<file path="src/rtl/riscv_if.sv">
`default_nettype none
// ============================================================================
// Module   : riscv_if
// Brief    : Instruction fetch stage. Issues in-order word fetches over a
//            valid/ready request channel, tags returned words with their PC in
//            a small FIFO and presents them to decode. Redirect flushes both
//            buffered and in-flight fetches.
// Options  : RISCV_IF_MISALIGN_EXC_EN - a misaligned redirect target produces
//            one exception entry and halts fetch until the next redirect.
// Revision : 1.0 - initial release
// ============================================================================
module riscv_if #(
    parameter int              XLEN     = 32,
    parameter logic [XLEN-1:0] RESET_PC = '0,
    parameter int              DEPTH    = 2
) (
    input  logic            clk,
    input  logic            rst,
    output logic            mem_req_valid,
    input  logic            mem_req_ready,
    output logic [XLEN-1:0] mem_addr,
    input  logic            mem_rsp_valid,
    input  logic [XLEN-1:0] mem_rsp_data,
    input  logic            redirect,
    input  logic [XLEN-1:0] redirect_pc,
    output logic            out_valid,
    input  logic            out_ready,
    output logic [XLEN-1:0] instruction,
    output logic [XLEN-1:0] pc,
    output logic            exception
);
    localparam int c_PW = (DEPTH > 1) ? $clog2(DEPTH) : 1;
    localparam int c_CW = $clog2(DEPTH + 1);
    localparam int c_SW = c_CW + 1;

`ifdef RISCV_IF_MISALIGN_EXC_EN
    typedef enum logic [1:0] {
        ST_RESET = 2'd0,
        ST_RUN   = 2'd1,
        ST_HALT  = 2'd2
    } state_t;
`else
    typedef enum logic [1:0] {
        ST_RESET = 2'd0,
        ST_RUN   = 2'd1
    } state_t;
`endif

    state_t          r_state;
    state_t          w_state_nxt;
    logic [XLEN-1:0] r_fetch_pc;
    logic [c_CW-1:0] r_inflight;
    logic [c_CW-1:0] r_drop;
    logic [c_CW-1:0] r_count;
    logic [XLEN-1:0] r_iq_pc [DEPTH];
    logic [c_PW-1:0] r_iq_wptr;
    logic [c_PW-1:0] r_iq_rptr;
    logic [XLEN-1:0] r_fifo_ins [DEPTH];
    logic [XLEN-1:0] r_fifo_pc [DEPTH];
    logic [c_PW-1:0] r_wptr;
    logic [c_PW-1:0] r_rptr;
    logic            r_exc_pend;

    logic [XLEN-1:0] w_redirect_pc;
    logic            w_misalign;
    logic            w_rsp;
    logic            w_rsp_keep;
    logic            w_pop;
    logic            w_pop_fifo;
    logic            w_accept;
    logic [c_SW-1:0] w_used;

`ifdef RISCV_IF_MISALIGN_EXC_EN
    assign w_redirect_pc = redirect_pc;
    assign w_misalign    = (redirect_pc[1:0] != 2'b00);
    assign exception     = r_exc_pend && !redirect;
`else
    logic w_unused_lsb;
    assign w_redirect_pc = {redirect_pc[XLEN-1:2], 2'b00};
    assign w_misalign    = 1'b0;
    assign exception     = 1'b0;
    assign w_unused_lsb  = ^redirect_pc[1:0];
`endif

    // Responses with nothing outstanding are ignored; a redirect discards any
    // word arriving in its own cycle.
    assign w_rsp      = mem_rsp_valid && (r_inflight != '0);
    assign w_rsp_keep = w_rsp && !redirect && (r_drop == '0);

    assign out_valid  = ((r_count != '0) || r_exc_pend) && !redirect;
    assign w_pop      = out_valid && out_ready;
    assign w_pop_fifo = w_pop && (r_count != '0);

    // Credit: every outstanding fetch owns a FIFO slot. A slot freed by this
    // cycle's pop is reusable immediately, which keeps one fetch per cycle with
    // DEPTH = 2. Once true the condition stays true until the request is taken,
    // since only an accept can raise the occupancy.
    assign w_used        = c_SW'(r_inflight) + c_SW'(r_count) - c_SW'(w_pop_fifo);
    assign mem_req_valid = (r_state == ST_RUN) && !redirect && (w_used < c_SW'(DEPTH));
    assign mem_addr      = r_fetch_pc;
    assign w_accept      = mem_req_valid && mem_req_ready;

    assign instruction = (r_count != '0) ? r_fifo_ins[r_rptr] : '0;
    assign pc          = (r_count != '0) ? r_fifo_pc[r_rptr]
                       : (r_exc_pend ? r_fetch_pc : '0);

    // State register
    always_ff @(posedge clk) begin
        if (rst) begin
            r_state <= ST_RESET;
        end else begin
            r_state <= w_state_nxt;
        end
    end

    // Next state: leave RESET after one cycle; redirect picks RUN or HALT
    always_comb begin
        w_state_nxt = r_state;
        if (r_state == ST_RESET) begin
            w_state_nxt = ST_RUN;
        end
`ifdef RISCV_IF_MISALIGN_EXC_EN
        if (redirect) begin
            w_state_nxt = w_misalign ? ST_HALT : ST_RUN;
        end
`endif
    end

    // Fetch PC, in-flight PC queue, drop counter and output FIFO
    always_ff @(posedge clk) begin
        if (rst) begin
            r_fetch_pc <= RESET_PC;
            r_inflight <= '0;
            r_drop     <= '0;
            r_count    <= '0;
            r_iq_wptr  <= '0;
            r_iq_rptr  <= '0;
            r_wptr     <= '0;
            r_rptr     <= '0;
            r_exc_pend <= 1'b0;
        end else begin
            r_inflight <= r_inflight + c_CW'(w_accept) - c_CW'(w_rsp);
            if (w_accept) begin
                r_iq_pc[r_iq_wptr] <= r_fetch_pc;
                r_iq_wptr          <= r_iq_wptr + c_PW'(1);
                r_fetch_pc         <= r_fetch_pc + XLEN'(4);
            end
            if (w_rsp) begin
                r_iq_rptr <= r_iq_rptr + c_PW'(1);
            end
            if (redirect) begin
                // Everything still outstanding after this cycle is stale
                r_fetch_pc <= w_redirect_pc;
                r_drop     <= r_inflight - c_CW'(w_rsp);
                r_count    <= '0;
                r_wptr     <= '0;
                r_rptr     <= '0;
                r_exc_pend <= w_misalign;
            end else begin
                if (w_rsp && (r_drop != '0)) begin
                    r_drop <= r_drop - c_CW'(1);
                end
                if (w_rsp_keep) begin
                    r_fifo_ins[r_wptr] <= mem_rsp_data;
                    r_fifo_pc[r_wptr]  <= r_iq_pc[r_iq_rptr];
                    r_wptr             <= r_wptr + c_PW'(1);
                end
                if (w_pop_fifo) begin
                    r_rptr <= r_rptr + c_PW'(1);
                end
                r_count <= r_count + c_CW'(w_rsp_keep) - c_CW'(w_pop_fifo);
                if (w_pop && (r_count == '0)) begin
                    r_exc_pend <= 1'b0;
                end
            end
        end
    end

    // Memory must never answer without an outstanding request
    always_ff @(posedge clk) begin
        if (!rst) begin
            assert (!(mem_rsp_valid && (r_inflight == '0)));
        end
    end

endmodule
`default_nettype wire

</file>
<file path="config.mk">
export PLATFORM = sky130hd
export DESIGN_NAME = riscv_if
export DESIGN_NICKNAME = d
export VERILOG_FILES = /design/src/rtl/riscv_if.sv
export SDC_FILE = /design/constraint.sdc
export NUM_CORES = 1
export LEC_CHECK = 0
export CORE_UTILIZATION = 39
export CTS_BUF_LIST = sky130_fd_sc_hd__clkbuf_16
export DETAILED_ROUTE_END_ITERATION = 8
export PLACE_DENSITY_LB_ADDON = 0.3
export SYNTH_ARGS = -nofsm -noshare
export SYNTH_HDL_FRONTEND = slang
export SYNTH_SLANG_ARGS = --single-unit
</file>
<file path="constraint.sdc">
create_clock -name clk -period 11.68 [get_ports clk]
set_input_delay 1.752 -clock clk [delete_from_list [all_inputs] [get_ports clk]]
set_output_delay 1.752 -clock clk [all_outputs]
set_load 0.01 [all_outputs]
</file>
==> results of run 1 <==
-- flip-flops by register name, summed over array words and instances (netlist names), named ones only --
name,flops
r_count,2
r_state,1
r_inflight,2
r_rptr,1
r_fifo_pc,60
mem_addr,30
r_iq_pc,60
r_wptr,1
r_fifo_ins,64
r_iq_wptr,1
r_iq_rptr,1
r_drop,2
-- cell usage after synthesis, drive strengths merged (14+ instances only) --
cell type | count | share of area
o21ai | 14 | 0.0075
nand2 | 29 | 0.012
clkbuf | 22 | 0.0089
inv | 16 | 0.0065
edfxtp | 184 | 0.60
mux2 | 31 | 0.038
nor2 | 90 | 0.036
dfxtp | 43 | 0.093
mux2i | 62 | 0.067
buf | 17 | 0.0096
a21oi | 16 | 0.0086
a31oi | 20 | 0.013
nand4 | 16 | 0.011
-- kinds of logic after synthesis --
| kind of cell | after synthesis |
|---|---|
| DFF | 227 |
| and+or+nand+nor | 196 |
| muxes | 93 |
| AOI/OAI and AO/OA | 76 |
| buffers and inverters | 56 |
| xor gates and xnor gates | 18 |
| adders and majority gates | 8 |
| other | 1 |
-- report_power, final --
group / internal (W) / switching, W / leakage (nW)
registers: 0.000927 / 0.0000259 / 2.02
clock network: 0.000411 / 0.000300 / 0.381
logic: 0.000124 / 0.000131 / 1.43
-- worst max-delay path, stage by stage --
cell             delay [ps]
clkdlybuf4s50_1         450
buf_4                   410
clkinv_1                660
a21boi_0                340
o21ai_0                 120
fa_1                    400
xor2_1                  230
and4_1                  240
clkdlybuf4s50_1         540
-- layout by cell type (no fill, tap or decap), types with 9 or more instances in the layout --
master | netlist | layout
nand3_1 | 13 | 13
mux2_2 | 31 | 31
o21ai_0 | 14 | 14
buf_4 | 5 | 10
dfxtp_1 | 43 | 42
and3_1 | 9 | 9
a31oi_1 | 20 | 20
nand2_1 | 29 | 29
clkdlybuf4s50_1 | 0 | 161
mux2i_1 | 62 | 62
a21oi_1 | 16 | 16
clkbuf_16 | 0 | 25
edfxtp_1 | 184 | 184
xor2_1 | 10 | 10
inv_1 | 16 | 19
nand4_1 | 16 | 16
nor2_1 | 90 | 88
-- metal layers --
metal  share of wire  vias up
li1                -     2852
met1            0.44     2808
met2            0.47      192
met3           0.071       28
met4           0.020        0
met5               0        -
-- final cells by class --
cell class / instances / share of cell area
repair buffers: 171 / 0.141
clock buffers: 25 / 0.0522
multi-input cells: 396 / 0.225
clock inverters: 19 / 0.0105
inverters: 17 / 0.00532
well taps: 319 / 0.0333
flip-flops and latches: 227 / 0.533
-- per-stage QoR --
step | instances | utilization | total power, W | hold slack (ps)
final | 1174 | 0.512 | 0.00192 | 522
after global routing | 1174 | 0.512 | 0.00200 | 544
after CTS | 1174 | 0.512 | 0.00194 | 522
after detailed placement | 1130 | 0.480 | 0.00123 | 501
after global placement | 1130 | 0.480 | 0.00122 | 494
after floorplan | 679 | - | 0.00112 | 481
-- how the worst min path moves through the flow --
stage | from | end | slack [ps] | cells past startpoint
2_1_floorplan | r_iq_rptr$_SDFFE_PP0P_ | flop | 480 | 2
3_3_place_gp | r_iq_rptr$_SDFFE_PP0P_ | flop | 490 | 2
3_5_place_dp | r_iq_rptr$_SDFFE_PP0P_ | r_iq_rptr$_SDFFE_PP0P_ | 500 | 2
4_1_cts | r_iq_rptr$_SDFFE_PP0P_ | r_iq_rptr$_SDFFE_PP0P_ | 520 | 2
5_1_grt | mem_addr[11]$_SDFFE_PP0P_ | r_iq_pc[1][11]$_DFFE_PP_ | 540 | 0
6_report | r_iq_rptr$_SDFFE_PP0P_ | r_iq_rptr$_SDFFE_PP0P_ | 520 | 2
==> metrics.md, run 1 <==
| Metric | Value |
|---|---|
| Setup CP Type | `in2out` |
| Startpoint types | `input pin` |
| Multiplexer area fraction after synthesis | `0.104` |
| Ys Warns | `0` |
| Post-Syn Area | `just over 9000 µm²` |
| VDD IR-drop max | `just over 90 µV` |
| DR iter-0 viols | `315` |
| Via count | `about 6000` |
| Syn Inst Count | `between 600 and 700` |
| Clock period minus worst slack | `roughly 6900 ps` |
| CTS Buffer Depth | `3` |
| Compound-Gate Fraction of Synth Area | `0.0523` |
| CP endpoint kind | `output pin` |
| Max Fclk | `roughly 140 MHz` |
| Worst r2r path cells | `13` |
| Vias per Instance | `between 5 and 6` |
| Initial antenna violation count | `0` |
| Met3 Track Usage GR | `0.0338` |
| Critical path endpoint | `mem_req_valid` |
| Multi-input combinational cell area | `2700 µm²` |
| HPWL after DPL | `12500 µm` |
| RSZ-0062 raised after global routing | `false` |
| Final slew viol count | `0` |
| Crit Reg-Reg Startpoint | `r_count[1]$_SDFF_PP0_` |
| Area Overhead vs Synth | `29.2%` |
| Setup TNS | `0 ps` |
| Post-synthesis adder-cell area fraction | `0.0116` |
| Die footprint | `approximately 24000 µm²` |
| Setup WS post-layout | `4770 ps` |
| Run status | `finished clean` |
| Largest family of logic cells by synthesized area | `multiplexers` |
| Largest net degree at the start of global routing | `59` |
| Final Hold Fails | `0` |
| Worst slew pin tran | `1050 ps` |
| Total wire length | `between 15000 and 20000 µm` |
| Register bit total from synthesis | `between 200 and 250` |
| Leak pwr | `about 3.8 nW` |
| Placer congestion estimate | `0.781` |
| Post-synth top flop | `edfxtp_1` |
| Finished Cell Area | `12000 µm²` |
| Initial Utilization | `0.397` |
| H-Tree Depth | `1` |
| Chip width | `roughly 160 µm` |
| Grt ovf | `0` |
| Vias in the first global route | `5462` |
| Hold Crit Class | `reg2reg` |
| Distinct cells, synth | `between 50 and 60` |
| Per-cell routed wire length | `16.8 µm` |
| Dpl ws | `between 4000 and 5000 ps` |
| Max-cap violations | `0` |
| CTS Buf Count | `25` |
| Met2 Usage GRT | `0.267` |
| Root buffer cell | `clkbuf_16` |
| Arrival @ worst endpoint | `about 5200 ps` |
| Number of synthesized flops with an enable pin | `between 150 and 200` |
| Synth Area in XOR/XNOR | `0.0170` |
| Post-route ant nets | `0` |
| TritonCTS Sinks | `around 230` |
| Period utilization | `0.592` |
| Worst R2R End | `r_inflight[1]$_SDFF_PP0_` |
| Total track usage | `0.162` |
| Asr flop ratio synth | `0` |
| Reg-to-reg slack, setup | `~7300 ps` |
| Simple logic cell fraction of the synthesized area | `0.101` |
| GR peak layer | `met2` |
| Number of hold buffers added after CTS | `0` |
| FF/Latch Area | `about 6400 µm²` |
| Mean Syn Cell Area | `approximately 14 µm²` |
| Placed inst area | `between 10000 and 15000 µm²` |
| Antenna diode count | `0` |
| Row count | `56` |
| Peak fanout along the critical path | `47` |
| Quantity of I/O buffers inserted on ports | `about 160` |
| WP data required | `approximately 9900 ps` |
| CORE AREA | `approximately 23000 µm²` |
| Post-layout net count | `between 900 and 1000` |
| CTS tree | `built` |
| Pwr/cell area | `around 160 nW/µm²` |
| Setup violations, final | `0` |
| Worst Setup SP | `redirect` |
| Post-CTS setup buffer count | `0` |
| I/O pins | `~170` |
| Rel. slew slack | `0.297` |
| CTS resizes | `0` |
| Seq/Total Area, Yosys | `0.688` |
| Worst-Skew Late Latency | `between 500 and 600 ps` |
| # fillers | `approximately 2000` |
| Clock transition at the registers of the reported paths | `about 60 ps` |
| DRC | `0` |
| Share of cells above drive strength 1 | `0.101` |
| First-pass detailed-route iteration total | `5` |
| Die Height | `around 160 µm` |
| Skew final | `~22 ps` |
| Global-route wire length before repair | `between 30000 and 40000 µm` |
| Met1 usage | `0.216` |
(Power assumes the default switching activity.)
==> run 2, diff against run 1 <==
Clock period 11.68 ns to 7.22 ns, I/O delays scaled along.
==> run 2 against run 1 <==
Worst hold slack gained 4.0 ps. Utilization rose by 0.20 points. Total power rose by 63%. Non-clock buffer count grew 2. Sequential share of layout area fell by 0.20 points. Clock skew grew 7.2 ps. Cell count is 0.17% higher. Register-to-register slack got worse by 4000 ps. Setup slack got worse by 2500 ps. Via count is 0.99% higher. Critical path depth is 1 lower. Clock power grew 65%. Critical path type unchanged. Highest routed layer unchanged.
==> metrics.md, run 2 (synthesis results as in run 1) <==
| Metric | Value |
|---|---|
| Run status | `finished clean` |
| Crit path cell chain | `clkdlybuf4s50_1 > buf_4 > nor4b_1 > o21ai_0 > fa_1 > xor2_1 > and4_1 > clkdlybuf4s50_1` |
| Hold Crit Class | `reg2reg` |
| Max Fclk | `201 MHz` |
| Total track usage | `0.166 (+0.00429)` |
| Max reg flops | `64 (unchanged)` |
| Root buffer cell | `clkbuf_16` |
| Initial antenna violation count | `0 (unchanged)` |
| Rel. slew slack | `0.164 (-0.133)` |
| TritonCTS Sinks | `227 (unchanged)` |
| Setup TNS | `0 ps (unchanged)` |
| Critical Path Most Common Cell | `clkdlybuf4s50_1` |
| Final hold slack | `526 ps (+4.03 ps)` |
| Commonest non-fill, non-tap cell in the layout | `edfxtp_1` |
| Final cell utilization of the core | `0.514 (+0.00198)` |
| HPWL after DPL | `12800 µm (+2.5%)` |
| WP data required | `6140 ps (-3790 ps)` |
| Top reg by flops | `r_fifo_ins` |
| I/O pins | `169 (unchanged)` |
| Initial Utilization | `0.397 (unchanged)` |
| Post-CTS setup buffer count | `0 (unchanged)` |
| Post-layout net count | `917 (+0.11%)` |
| DR iter-0 viols | `292 (-7.3%)` |
| Worst-Skew Late Latency | `530 ps (+20 ps)` |
| Area Overhead vs Synth | `29.7%` |
| Skew final | `29.1 ps (+7.23 ps)` |
| Vias in the first global route | `5700 (+4.4%)` |
| Share of cells above drive strength 1 | `0.0992 (-0.00140)` |
| Number of hold buffers added after CTS | `0 (unchanged)` |
| Grt ovf | `0 (unchanged)` |
| CTS Buf Count | `24 (-4.0%)` |
| Max-cap violations | `0 (unchanged)` |
| Crit path largest cell delay | `540 ps (-120 ps)` |
| Most frequent cells in the layout | `edfxtp_1 (184), clkdlybuf4s50_1 (161), nor2_1 (88)` |
| Chip width | `156 µm (unchanged)` |
| Global-route wire length before repair | `31300 µm (+2.2%)` |
| CTS tree | `built` |
| Setup CP Type | `in2out` |
| RSZ-0062 raised after global routing | `false` |
| CTS Buffer Depth | `3 (unchanged)` |
| Clock period minus worst slack | `4980 ps` |
| Top delay family on crit path | `buffers and inverters` |
| Die footprint | `24400 µm² (unchanged)` |
| Worst slew pin tran | `1250 ps (+195 ps)` |
| Row count | `56 (unchanged)` |
| CTS resizes | `0 (unchanged)` |
| Peak fanout along the critical path | `47 (unchanged)` |
| Biggest registers after layout | `r_fifo_ins x64, r_fifo_pc x60, r_iq_pc x60` |
| Largest net degree at the start of global routing | `63 (+6.8%)` |
| Via count | `5938 (+0.99%)` |
| Placer congestion estimate | `0.812 (+4.0%)` |
| Final slew viol count | `0 (unchanged)` |
| Final Hold Fails | `0 (unchanged)` |
| DRC | `0 (unchanged)` |
| Crit-path slowest cell | `clkdlybuf4s50_1` |
| CP endpoint kind | `output pin` |
| Period utilization | `0.690` |
| Per-cell routed wire length | `17.2 µm (+2.3%)` |
| Arrival @ worst endpoint | `3900 ps (-1260 ps)` |
| Total design power | `0.00313 W (+63%)` |
| CORE AREA | `23400 µm² (unchanged)` |
| Post-route insts no fill | `1176 (+0.17%)` |
| Antenna diode count | `0 (unchanged)` |
| Clock transition at the registers of the reported paths | `60 ps (about the same)` |
| H-Tree Depth | `1 (unchanged)` |
| VDD IR-drop max | `128 µV (+39%)` |
| Setup violations, final | `0 (unchanged)` |
| Quantity of I/O buffers inserted on ports | `161 (unchanged)` |
| Post-route ant nets | `0 (unchanged)` |
| Total wire length | `20200 µm (+2.4%)` |
| Startpoint types | `input pin` |
| First-pass detailed-route iteration total | `5 (unchanged)` |
| Pwr/cell area | `260 nW/µm² (+62%)` |
| Leak pwr | `3.87 nW (+0.86%)` |
| Die Height | `156 µm (unchanged)` |
| Placed cells | `1132 (+0.18%)` |
| Vias per Instance | `5.05 (+0.81%)` |
| Worst path bufs/invs | `3 (-1)` |
-- run 2: final cells by class --
cell class,count,area (µm²)
clock buffer,24,601
clock inverter,20,165
fill,2041,11400
inverter,17,63.8
multi-input combinational,396,2720
sequential,227,6390
tap,319,399
timing repair buffer,173,1700
-- run 2: worst reg2reg max path, stage by stage, from the launching register on --
cell and delay (ps):
dfxtp_1 450, inv_1 100, nor4b_1 480, o21ai_0 210, fa_1 520, and4b_1 210
and2_1 550, and3_1 610, buf_4 420
-- run 2: report_power, final --
group          total (W)  internal (W)  switching, W
Sequential       0.00155       0.00150     0.0000483
Clock            0.00117      0.000680      0.000489
Combinational   0.000412      0.000203      0.000209
-- run 2: through the flow --
step / setup WS (ps) / cell area [µm²]
floorplan: 1560 / 9310
global placement: 2110 / 11300
detailed placement: 2050 / 11300
CTS: 2220 / 12000
global route: 2000 / 12000
finish: 2240 / 12000
-- run 2: metal layers --
layer	GRT usage	wire, µm	vias up
li1	-	-	2858
met1	0.221	8930	2833
met2	0.276	9380	213
met3	0.0288	1360	34
met4	0.0546	560	0
met5	0	0	-
-- run 2: path summary, 6_finish.rpt --
check / end / slack, ps / startpoint / depth (start not counted)
setup / recovery: mem_req_valid / 2240 / redirect / 8
hold / removal: flop / 530 / r_iq_rptr$_SDFFE_PP0P_ / 2
setup reg to reg: r_iq_pc[1][25]$_DFFE_PP_ / 3330 / r_count[1]$_SDFF_PP0_ / 8
hold reg to reg: flop / 530 / r_iq_rptr$_SDFFE_PP0P_ / 2
==> run 3, diff against run 2 <==
Clock period 7.22 ns to 4.66 ns, I/O delays scaled along.
==> run 3 against run 2 <==
Largest cell class unchanged. Critical endpoint unchanged. Highest routed layer unchanged. Worst hold slack gained 0.83 ps. Register-to-register slack lost 2500 ps. Cell count grew 0.26%.
==> metrics.md, run 3 (synthesis results as in run 1) <==
| Metric | Value |
|---|---|
| First-pass detailed-route iteration total | `5 (unchanged)` |
| CTS tree | `built` |
| Total wire length | `20500 µm (+1.6%)` |
| Initial antenna violation count | `0 (unchanged)` |
| WP data required | `3960 ps (-2180 ps)` |
| Crit Reg-Reg Startpoint | `r_count[1]$_SDFF_PP0_` |
| Biggest registers after layout | `r_fifo_ins x64, r_fifo_pc x60, r_iq_pc x60` |
| Final slew viol count | `0 (unchanged)` |
| DRC | `0 (unchanged)` |
| Total design power | `0.00487 W (+56%)` |
| TritonCTS Sinks | `227 (unchanged)` |
| Quantity of I/O buffers inserted on ports | `161 (unchanged)` |
| DR iter-0 viols | `332 (+14%)` |
| RSZ-0062 raised after global routing | `false` |
| Placer congestion estimate | `0.836 (+2.9%)` |
| # fillers | `2036 (-0.24%)` |
| Max Fclk | `around 250 MHz` |
| Row count | `56 (unchanged)` |
| Largest net degree at the start of global routing | `63 (unchanged)` |
| Worst-Skew Late Latency | `510 ps (-20 ps)` |
| Grt ovf | `0 (unchanged)` |
| Die footprint | `24400 µm² (unchanged)` |
| Die Height | `156 µm (unchanged)` |
| Leak pwr | `3.88 nW (+0.18%)` |
| CTS resizes | `0 (unchanged)` |
| Root buffer cell | `clkbuf_16` |
| Arrival @ worst endpoint | `3300 ps (-600 ps)` |
| Final Hold Fails | `0 (unchanged)` |
| Most frequent cells in the layout | `edfxtp_1 (184), clkdlybuf4s50_1 (161), nor2_1 (88)` |
| CP endpoint kind | `output pin` |
| Area Overhead vs Synth | `30.4%` |
| Total track usage | `0.168 (+0.00163)` |
| Reg-to-reg slack, setup | `830 ps (-2500 ps)` |
| Rel. slew slack | `0.202 (+0.0379)` |
| Share of cells above drive strength 1 | `0.106 (+0.00663)` |
| HPWL after DPL | `13000 µm (+1.8%)` |
| Hold Crit Class | `reg2reg` |
| CORE AREA | `23400 µm² (unchanged)` |
| Post-route ant nets | `0 (unchanged)` |
| Via count | `6046 (+1.8%)` |
| Setup violations, final | `0 (unchanged)` |
| Number of hold buffers added after CTS | `0 (unchanged)` |
| Post-CTS setup buffer count | `0 (unchanged)` |
| VDD IR-drop max | `290 µV (+130%)` |
| Startpoint types | `input pin` |
| Dpl ws | `220 ps (-1830 ps)` |
| Vias in the first global route | `5674 (-0.46%)` |
| Initial Utilization | `0.397 (unchanged)` |
| Placed inst area | `11300 µm² (+0.60%)` |
| Skew final | `13.5 ps (-15.6 ps)` |
| Critical path endpoint | `mem_req_valid` |
| Commonest non-fill, non-tap cell in the layout | `edfxtp_1` |
| Max-cap violations | `0 (unchanged)` |
| Global-route wire length before repair | `31300 µm (+0.11%)` |
| Run status | `finished clean` |
| Pwr/cell area | `403 nW/µm² (+55%)` |
| Clock period minus worst slack | `roughly 4000 ps` |
| Setup CP Type | `in2out` |
| Setup TNS | `0 ps (unchanged)` |
| I/O pins | `169 (unchanged)` |
| Top reg by flops | `r_fifo_ins` |
| Per-cell routed wire length | `17.4 µm (+1.3%)` |
| Worst Setup SP | `out_ready` |
| Peak fanout along the critical path | `3 (-94%)` |
| H-Tree Depth | `1 (unchanged)` |
| CTS Buf Count | `24 (unchanged)` |
| CTS Buffer Depth | `3 (unchanged)` |
| Antenna diode count | `0 (unchanged)` |
| Setup WS post-layout | `658 ps (-1580 ps)` |
| Period utilization | `0.859` |
| Post-layout net count | `921 (+0.44%)` |
| Worst r2r path cells | `10 (+2)` |
| Clock transition at the registers of the reported paths | `60 ps (about the same)` |
| Worst slew pin tran | `1190 ps (-56.7 ps)` |
| Worst R2R End | `mem_addr[21]$_SDFFE_PP0P_` |
| Max reg flops | `64 (unchanged)` |
| Vias per Instance | `5.13 (+1.6%)` |
| Chip width | `156 µm (unchanged)` |
| Placed cells | `1136 (+0.35%)` |
| Post-route insts no fill | `1179 (+0.26%)` |
| Finished Cell Area | `12100 µm² (+0.57%)` |
run 3: changes by cell type in the layout (fill, tap and decap cells not counted):
cell        previous run  this run
clkbuf_16             24        25
clkinv_2               5         4
clkinvlp_4             0         3
buf_4                 12        13
inv_1                 22        18
clkinv_1               6         7
clkinv_16              1         0
buf_12                 0         3
run 3: critical path, stage by stage:
cell and delay [ps]:
clkdlybuf4s50_1 520, nor4b_1 440, o21ai_0 200, fa_1 430, xor2_1 240, and4_1 240
clkdlybuf4s50_1 540
run 3: report_power, final:
part / total [W] / internal, W / switching, W / leakage [nW]
registers: 0.00239 / 0.00232 / 0.0000728 / 2.02
clock network: 0.00183 / 0.00108 / 0.000748 / 0.377
logic: 0.000650 / 0.000321 / 0.000329 / 1.48
total: 0.00487 / 0.00372 / 0.00115 / 3.88
run 3: final cells by class:
type / count / area, µm² / share of cell area
Sequential cell: 227 / 6390 / 0.528
Multi-Input combinational cell: 396 / 2720 / 0.224
Timing Repair Buffer: 177 / 1770 / 0.146
Clock buffer: 25 / 626 / 0.0517
Tap cell: 319 / 399 / 0.0330
Clock inverter: 18 / 141 / 0.0117
Inverter: 17 / 63.8 / 0.00527
run 3: per-stage QoR:
stage	utilization	hold WS, ps
detailed placement	0.485	500
finish	0.517	527
CTS	0.517	526
global route	0.517	556
floorplan	-	481
global placement	0.485	497
run 3: worst min path at each step:
| stage | cells past startpoint | from | slack, ps | end |
|---|---|---|---|---|
| 2_1_floorplan | 2 | r_iq_rptr$_SDFFE_PP0P_ | 480 | flop |
| 3_3_place_gp | 2 | r_iq_rptr$_SDFFE_PP0P_ | 500 | r_iq_rptr$_SDFFE_PP0P_ |
| 3_5_place_dp | 2 | r_iq_rptr$_SDFFE_PP0P_ | 500 | flop |
| 4_1_cts | 2 | r_iq_rptr$_SDFFE_PP0P_ | 530 | flop |
| 5_1_grt | 0 | mem_addr[14]$_SDFFE_PP0P_ | 560 | r_iq_pc[0][14]$_DFFE_PP_ |
| 6_report | 2 | r_iq_rptr$_SDFFE_PP0P_ | 530 | flop |
run 3: per-layer routing:
| metal | vias up | GRT usage | routed length, µm |
|---|---|---|---|
| met5 | - | 0 | 0 |
| met4 | 0 | 0.0495 | 345 |
| met3 | 28 | 0.0316 | 1480 |
| met2 | 225 | 0.272 | 9520 |
| met1 | 2936 | 0.230 | 9200 |
| li1 | 2857 | - | - |
